File: src/rtl/alu_issue_ctrl_pkg.sv
// Shared definitions for the ALU issue controller.
//   - Controller state type (IDLE/EXEC/WAIT/HOLD).
//   - ALU opcode constants used by the decode stage and the ALU.
//   - Width of the multi-cycle hold counter and its preload helper.
package alu_issue_ctrl_pkg;

  typedef enum logic [1:0] {
    ALU_CTRL_IDLE = 2'd0,
    ALU_CTRL_EXEC = 2'd1,
    ALU_CTRL_WAIT = 2'd2,
    ALU_CTRL_HOLD = 2'd3
  } alu_ctrl_state_e;

  localparam logic [5:0] OP_ADD  = 6'h00;
  localparam logic [5:0] OP_ADC  = 6'h01;
  localparam logic [5:0] OP_SUB  = 6'h02;
  localparam logic [5:0] OP_AND  = 6'h03;
  localparam logic [5:0] OP_ASL  = 6'h04;
  localparam logic [5:0] OP_MUL  = 6'h05;
  localparam logic [5:0] OP_DJNZ = 6'h06;

  // Counter holds MCP_CYCLES-2, at most 6 for the legal range 2..8.
  localparam int unsigned MCP_CNT_W = 3;

  function automatic logic [MCP_CNT_W-1:0] mcp_preload(input int unsigned mcp_cycles);
    return MCP_CNT_W'(mcp_cycles - 2);
  endfunction

endpackage

File: src/rtl/alu_issue_ctrl.sv
// Sequencing controller between decode and the combinational ALU.
// Accepts one op over issue_valid/issue_ready, registers opcode/operands to
// drive the ALU, holds them while the ALU requests a multi-cycle evaluation,
// captures result/flags and presents the result over res_valid/res_ready.
// Owns the architectural C/V flags that feed the ALU carry/overflow inputs.
// Ports:
//   clk, reset_b                       clock, async active-low reset
//   issue_*                            operation handshake and payload
//   flush                              synchronous abort of the in-flight op
//   flags_wr, flags_wr_c, flags_wr_v   direct C/V load
//   alu_opcode/a/b/cin/vin             to ALU
//   alu_dout/cout/vout/qnz/mcp         from ALU
//   res_valid/ready/data/qnz           result handshake
//   flag_c, flag_v, busy               status
module alu_issue_ctrl
  import alu_issue_ctrl_pkg::*;
#(
  parameter int unsigned DW         = 32,
  parameter int unsigned OPW        = 6,
  parameter int unsigned MCP_CYCLES = 3
) (
  input  logic           clk,
  input  logic           reset_b,
  input  logic           issue_valid,
  output logic           issue_ready,
  input  logic [OPW-1:0] issue_opcode,
  input  logic [DW-1:0]  issue_a,
  input  logic [DW-1:0]  issue_b,
  input  logic           issue_wr_flags,
  input  logic           flush,
  input  logic           flags_wr,
  input  logic           flags_wr_c,
  input  logic           flags_wr_v,
  output logic [OPW-1:0] alu_opcode,
  output logic [DW-1:0]  alu_a,
  output logic [DW-1:0]  alu_b,
  output logic           alu_cin,
  output logic           alu_vin,
  input  logic [DW-1:0]  alu_dout,
  input  logic           alu_cout,
  input  logic           alu_vout,
  input  logic           alu_qnz,
  input  logic           alu_mcp,
  output logic           res_valid,
  input  logic           res_ready,
  output logic [DW-1:0]  res_data,
  output logic           res_qnz,
  output logic           flag_c,
  output logic           flag_v,
  output logic           busy
);

  alu_ctrl_state_e       state_q, state_d;
  logic [MCP_CNT_W-1:0]  cnt_q, cnt_d;
  logic [OPW-1:0]        op_q;
  logic [DW-1:0]         a_q, b_q;
  logic                  wrf_q;
  logic [DW-1:0]         res_data_q;
  logic                  res_qnz_q;
  logic                  flag_c_q, flag_v_q;
  logic                  accept;
  logic                  capture;

  // HOLD releases its result and takes a new op on the same edge.
  assign issue_ready = ~flush &
                       ((state_q == ALU_CTRL_IDLE) |
                        ((state_q == ALU_CTRL_HOLD) & res_ready));
  assign accept      = issue_valid & issue_ready;

  always_comb begin
    state_d = state_q;
    cnt_d   = cnt_q;
    capture = 1'b0;
    unique case (state_q)
      ALU_CTRL_IDLE: begin
        if (accept) state_d = ALU_CTRL_EXEC;
      end
      ALU_CTRL_EXEC: begin
        // EXEC is evaluation cycle 1 of a multi-cycle op.
        if (alu_mcp) begin
          state_d = ALU_CTRL_WAIT;
          cnt_d   = mcp_preload(MCP_CYCLES);
        end else begin
          capture = 1'b1;
          state_d = ALU_CTRL_HOLD;
        end
      end
      ALU_CTRL_WAIT: begin
        if (cnt_q == '0) begin
          capture = 1'b1;
          state_d = ALU_CTRL_HOLD;
        end else begin
          cnt_d = cnt_q - MCP_CNT_W'(1);
        end
      end
      ALU_CTRL_HOLD: begin
        if (res_ready) state_d = accept ? ALU_CTRL_EXEC : ALU_CTRL_IDLE;
      end
      default: state_d = ALU_CTRL_IDLE;
    endcase
    if (flush) begin
      state_d = ALU_CTRL_IDLE;
      cnt_d   = '0;
      capture = 1'b0;
    end
  end

  always_ff @(posedge clk or negedge reset_b) begin
    if (!reset_b) begin
      state_q    <= ALU_CTRL_IDLE;
      cnt_q      <= '0;
      op_q       <= '0;
      a_q        <= '0;
      b_q        <= '0;
      wrf_q      <= 1'b0;
      res_data_q <= '0;
      res_qnz_q  <= 1'b0;
      flag_c_q   <= 1'b0;
      flag_v_q   <= 1'b0;
    end else begin
      state_q <= state_d;
      cnt_q   <= cnt_d;
      if (accept) begin
        op_q  <= issue_opcode;
        a_q   <= issue_a;
        b_q   <= issue_b;
        wrf_q <= issue_wr_flags;
      end
      if (capture) begin
        res_data_q <= alu_dout;
        res_qnz_q  <= alu_qnz;
      end
      // A direct load takes priority over the completing op's flags.
      if (flags_wr) begin
        flag_c_q <= flags_wr_c;
        flag_v_q <= flags_wr_v;
      end else if (capture && wrf_q) begin
        flag_c_q <= alu_cout;
        flag_v_q <= alu_vout;
      end
    end
  end

  assign alu_opcode = op_q;
  assign alu_a      = a_q;
  assign alu_b      = b_q;
  assign alu_cin    = flag_c_q;
  assign alu_vin    = flag_v_q;
  assign res_valid  = (state_q == ALU_CTRL_HOLD);
  assign res_data   = res_data_q;
  assign res_qnz    = res_qnz_q;
  assign flag_c     = flag_c_q;
  assign flag_v     = flag_v_q;
  assign busy       = (state_q != ALU_CTRL_IDLE);

endmodule

File: config.mk
export PLATFORM = sky130hd
export DESIGN_NAME = alu_issue_ctrl
export DESIGN_NICKNAME = d
export VERILOG_FILES = /design/src/rtl/alu_issue_ctrl_pkg.sv /design/src/rtl/alu_issue_ctrl.sv
export SDC_FILE = /design/constraint.sdc
export NUM_CORES = 1
export LEC_CHECK = 0
export BUFFER_PORTS_ARGS = -buffer_cell sky130_fd_sc_hd__buf_2
export CAP_MARGIN = 20
export CORE_ASPECT_RATIO = 0.9
export CORE_UTILIZATION = 49
export CTS_BUF_LIST = sky130_fd_sc_hd__clkbuf_16
export DETAILED_ROUTE_END_ITERATION = 7
export PLACE_DENSITY = 0.94
export SETUP_SLACK_MARGIN = 0.15
export SKIP_CTS_REPAIR_TIMING = 1
export SYNTH_ARGS = -nofsm -noshare
export SYNTH_HDL_FRONTEND = slang
export SYNTH_SLANG_ARGS = --single-unit
File: constraint.sdc
create_clock -name clk -period 4.4 [get_ports clk]
set_input_delay 0.44 -clock clk [delete_from_list [all_inputs] [get_ports clk]]
set_output_delay 0.44 -clock clk [all_outputs]
set_load 0.1 [all_outputs]
==> metrics.md, run 1 <==
| Metric | Value |
|---|---|
| Status | finished clean |
| WL final | 10,270 um |
| GP Congestion | 0.7891 |
| Fmax | 411.3 MHz |
| Mapped Area | 0.004439 sq mm |
| Yosys warns | 0 |
| Final hold vios | 0 |
| Via Count | 3,117 |
| Crit-path max FO | 33 |
| Via density | 4.932 |
| Post-DP HPWL | 7910 um |
| Number of nets in the layout | 629 |
| Final Cycle Share | 55.26% |
| Tmin final | 2.432 ns |
| Row count | 32 |
| Seq/Total Area, Yosys | 62.57% |
| ANT nets after route | 0 |
| Layout area overhead | 32.75% |
| Met3 wire length | 816 um |
| Ports | 225 |
| Gr ovfl total | 0 |
| Critical Path Sink Type | flop |
| Clock buffer depth | 2 |
| Global-route wire length before repair | 15,770 um |
| Clock Skew | 0.01052 ns |
| Worst path top cell family by delay | compound AO/OA/AOI/OAI gates |
| Startpoint types | flop |
| CP Cell Sequence | inv_1 > ha_1 > ha_1 > nand2_1 > a21oi_4 > mux2_1 |
| Area fraction of the dominant cell type after synthesis | 62.57% |
| Top Layer Used | met4 |
| Die H | 92.30 um |
| Clk Tree Root Cell | clkbuf_16 |
| PnR worst setup slack | 1.968 ns |
| Crit path kind | reg -> reg |
| RSZ-0062 raised after global routing | false |
| CTS buffer count | 9 |
| Number of global-route vias before repair | 3,303 |
| Final setup fails | 0 |
| Setup TNS | 0 ns |
| Area contributors post-synth | dfrtp_1 (63%), mux2_1 (26%), ha_1 (1.7%) |
| I/O Buffers | 224 |
| Hold WC Path Type | in -> async |
| CTS tree | built |
| Cell variety after synth | 30 |
| Synth area leader | dfrtp_1 |
| Final Util | 67.83% |
| Routed len/inst | 16.25 um |
| Gate Count Post-Synth | 285 |
| Slew at the pin closest to its max-slew limit | 1.033 ns |
| Post-synth ARST share | 100.0% |
| Clock-pin slew on the worst setup and hold paths | 0.07 ns |
| Max_slew headroom | 30.96% |
| CTS H-tree depth | 3 |
| Synth top cells by count | dfrtp_1 (111), mux2_1 (104), buf_4 (9), inv_1 (7), nand2b_1 (7) |
| Initial antenna violation count | 0 |
| DRC Markers | 0 |
| Worst path most repeated cell | ha_1 |
| Clk_lat worst skew | 0.34 ns |
| WL met1 | 4076 um |
| Count leader, synth | dfrtp_1 |
| # clock sinks | 111 |
| Ys flop type | dfrtp_1 |
| R2r setup slk | 1.97 ns |
| 1st-pass router iterations | 6 |
| Metal2 WL | 5270 um |
| Maxcap violations | 0 |
| Fill cells | 648 |
| Register bit count reported by yosys | 111 |
| Die W | 102.3 um |
| Number of antenna diodes | 0 |
| Post-synth EDFFs | 0 |
| Crit-path max cell delay | 0.84 ns |
| Core area | 0.008688 sq mm |
| Layout cells sized above 1 | 47.17% |
| Critical Path RT | 4.61 ns |
| Pin count of the biggest net entering global routing | 72 |
| Die ar. | 0.009445 sq mm |
| Effective utilization at floorplan | 51.09% |
| CP Buf/Inv Count | 1 |
| Max Slew Vio Count | 0 |
| Avg Cell Area, Syn | 15.58 sq um |
| Syn_nets | 406 |
| CP Data Arrival Time | 2.64 ns |
| Tot GR Track Use | 22.08% |
| Worst slack at placement | 2.010 ns |
| Initial DRC count | 35 |
| CP max stage cell | a21oi_4 |
-- cells in the final DEF, fill, tap and decap left out, drive strengths merged, types with 4 or more instances in the layout --
| cell | instances |
|---|---|
| mux2 | 104 |
| nand2 | 5 |
| clkinv | 5 |
| nand2b | 7 |
| ha | 6 |
| nor2b | 4 |
| a21oi | 4 |
| clkbuf | 9 |
| inv | 9 |
| buf | 226 |
| dfrtp | 111 |
-- stage by stage --
stage	cell area (sq um)	hold WS, ns	cells
floorplan	4439	0.1444	285
global placement	5620	0.4611	616
detailed placement	5620	0.4692	616
CTS	5893	0.2486	632
global route	5893	0.2630	632
finish	5893	0.2030	632
-- final timing paths --
path / startpoint / endpoint / cells past startpoint
max in group asynchronous: reset_b / alu_b[28] / 2
min reg2reg: res_data[24] / res_data[24] / 1
min in group clk: issue_a[0] / alu_a[0] / 2
max: cnt_q[0] / res_data[5] / 6
max reg2reg: cnt_q[0] / res_data[5] / 6
min: reset_b / alu_b[21] / 1
-- final cells by class --
type	count	area, sq um	share of cell area [%]
inverter	7	26.28	0.4459
timing repair buffer	226	1139	19.32
clock inverter	7	47.55	0.8068
multi-input combinational	153	1529	25.94
sequential	111	2778	47.13
clock buffer	9	225.2	3.822
tap	119	148.9	2.527
-- flip-flops by register name (all words and copies together), names as in the netlist --
register    flops
wrf_q           1
alu_vin         1
alu_cin         1
alu_b          32
cnt_q           3
state_q         2
alu_opcode      6
alu_a          32
res_qnz         1
res_data       32
-- logic make-up (layout without fill, tap and decap cells) --
logic type                 count (synthesis)  count (layout)  synth area share, %
DFF                                      111             111                62.57
muxes                                    104             104                26.38
and+or+nand+nor                           26              26                3.326
buffers and inverters                     21             249                3.100
AOI/OAI and AO/OA                         17              17                2.931
adders and majority gates                  6               6                1.691
-- worst register-to-register path, delay by kind of cell (launching register included) --
kind / cells / cell delay [ns]
AND/OR/NAND/NOR: 1 / 0.16
multiplexers: 1 / 0.41
AO/OA/AOI/OAI: 1 / 0.84
flip-flops: 1 / 0.41
adder cells (fa/ha/maj): 2 / 0.42
buffers and inverters: 1 / 0.07
-- layer usage --
layer | vias up | GRT usage [%]
met3 | 10 | 6.566
met1 | 1504 | 24.85
met2 | 146 | 39.93
li1 | 1457 | -
met5 | - | 0
met4 | 0 | 6.548
Power of run 1 is not shown: default switching activity piles up to over one toggle a cycle in this logic, so the estimate is an artifact.
==> run 2, diff against run 1 <==
CORE_UTILIZATION = 41   (was 49)
PLACE_DENSITY = 0.85   (was 0.94)
clock period = 2.2 ns   (was 4.4 ns; I/O delays follow)
==> run 2 against run 1 <==
  * The run now ends with design-rule violations left
  * Wire length shrank 6.9%
  * Flip-flop and latch count is the same
  * Via count grew 0.77%
  * First-iteration DRC count grew 120%
  * Count of clock-buffer cells in the layout is the same
  * Critical path type unchanged
  * Register-to-register slack lost 1.7 ns
  * Final cell count grew 2.5%
  * Largest cell class unchanged
  * Critical path depth grew 1
  * Maximum frequency grew 25%
  * Worst setup slack lost 1.7 ns
  * Sequential share of layout area shrank 1.3 points
  * Final area grew 2.9%
==> metrics.md, run 2 (same netlist as run 1, synthesis figures left out) <==
| Metric | Value |
|---|---|
| Maxcap violations | 0 (unchanged) |
| Placed Instance Area | 0.005733 sq mm (+2.0%) |
| Clk_lat worst skew | 0.34 ns (about the same) |
| # clock sinks | 111 (unchanged) |
| Ports | 225 (unchanged) |
| Number of antenna diodes | 0 (unchanged) |
| Tmin final | 1.940 ns (-0.4912 ns) |
| Critical Path RT | 2.42 ns (-2.19 ns) |
| Final setup fails | 0 (unchanged) |
| GP Congestion | 0.7695 (-2.5%) |
| PnR worst setup slack | 0.2596 ns (-1.709 ns) |
| Crit-path max FO | 43 (+30%) |
| CP Data Arrival Time | 2.16 ns (-0.48 ns) |
| Die H | 100.7 um (+9.1%) |
| Max Slew Vio Count | 0 (unchanged) |
| Clock-pin slew on the worst setup and hold paths | 0.07 ns (about the same) |
| I/O Buffers | 224 (unchanged) |
| Worst slack at placement | 0.1252 ns (-1.885 ns) |
| Seq. cell area | 0.002778 sq mm (unchanged) |
| Commonest non-fill, non-tap cell in the layout | buf_2 |
| Post-DP HPWL | 7283 um (-7.9%) |
| Die ar. | 0.01125 sq mm (+19%) |
| Fill cells | 825 (+27%) |
| Multi-input logic area | 0.001558 sq mm (+1.9%) |
| Die W | 111.7 um (+9.1%) |
| Effective utilization at floorplan | 42.77% (-8.3 points) |
| Clock Skew | 0.005310 ns (-0.005214 ns) |
| Startpoint types | flop |
| Gr ovfl total | 0 (unchanged) |
| WHS | 0.09445 ns (-0.1085 ns) |
| Final hold vios | 0 (unchanged) |
| WL final | 9564 um (-6.9%) |
| CTS tree | built |
| Fmax | 515.4 MHz (+25%) |
| Initial DRC count | 78 (+120%) |
| Grt met3 use | 5.713% (-0.85 points) |
| Initial antenna violation count | 0 (unchanged) |
| Number of global-route vias before repair | 3,195 (-3.3%) |
| Number of nets in the layout | 635 (+0.95%) |
| Routed len/inst | 14.76 um (-9.2%) |
| Hold WC Path Type | in -> reg |
| Layout cells sized above 1 | 48.75% (+1.6 points) |
| Met2 Track Usage GR | 30.10% (-9.8 points) |
| Slew at the pin closest to its max-slew limit | 0.5022 ns (-0.5311 ns) |
| Core area | 0.01038 sq mm (+19%) |
| Crit path kind | reg -> reg |
| Row count | 35 (+9.4%) |
| Final Cycle Share | 88.20% (+33 points) |
| Max_slew headroom | 66.75% (+36 points) |
| Clk Tree Root Cell | clkbuf_16 |
| Failing checks | design-rule violations |
| Layout area overhead | 36.61% |
| DRC Markers | 17 (+17) |
| Via density | 4.847 (-1.7%) |
| Critical Path Sink Type | flop |
| Clock buffer depth | 2 (unchanged) |
| Grt peak-use layer | met2 |
| Tot GR Track Use | 17.56% (-4.5 points) |
| RSZ-0062 raised after global routing | false |
| Met1 usage | 20.75% (-4.1 points) |
| Pin count of the biggest net entering global routing | 53 (-26%) |
| Via Count | 3,141 (+0.77%) |
| CTS H-tree depth | 3 (unchanged) |
| Setup TNS | 0 ns (unchanged) |
| Global-route wire length before repair | 15,440 um (-2.1%) |
| ANT nets after route | 0 (unchanged) |
| 1st-pass router iterations | 6 (unchanged) |
| CTS buffer count | 9 (unchanged) |
| Finished layout cell area | 0.006065 sq mm (+2.9%) |
| Status | complete, but fails checks |
| Most frequent cells in the layout | buf_2 (223), dfrtp_1 (111), mux2_1 (104) |
run 2: layout make-up:
type                            count  area share (%)
Multi-Input combinational cell    153           25.69
Tap cell                          129           2.661
Clock inverter                      7           1.197
Inverter                            7          0.4333
Timing Repair Buffer              232           20.51
Clock buffer                        9           3.714
Sequential cell                   111           45.80
run 2: worst paths after layout:
kind                              start           end  slack [ns]  cells past startpoint
setup / recovery             state_q[0]     alu_a[28]        0.26                      7
hold / removal              issue_a[24]     alu_a[24]        0.09                      2
max in group asynchronous       reset_b      alu_a[9]        1.15                      3
min in group asynchronous       reset_b  res_data[30]        0.41                      2
hold reg to reg            res_data[20]  res_data[20]        0.48                      1
setup reg to reg             state_q[0]     alu_a[28]        0.26                      7
run 2: worst max-delay path, stage by stage, from the launching register on:
cell     delay, ns
dfrtp_1       0.44
inv_1         0.11
ha_2          0.24
a21oi_2       0.07
nor3b_2       0.17
buf_4         0.17
buf_16        0.23
mux2_1        0.36
run 2: per-stage QoR:
stage,cells,utilization [%]
2_1_floorplan,285,-
3_3_place_gp,630,55.24
3_5_place_dp,630,55.24
4_1_cts,646,58.11
5_1_grt,648,58.43
6_report,648,58.43
run 2: per-layer routing:
metal  up-vias  wire length (um)
met5         -                 0
met4         0               131
met3        12               799
met2       156              4803
met1      1508              3830
li1       1465                 -
Power of run 2 is left out for the same reason.
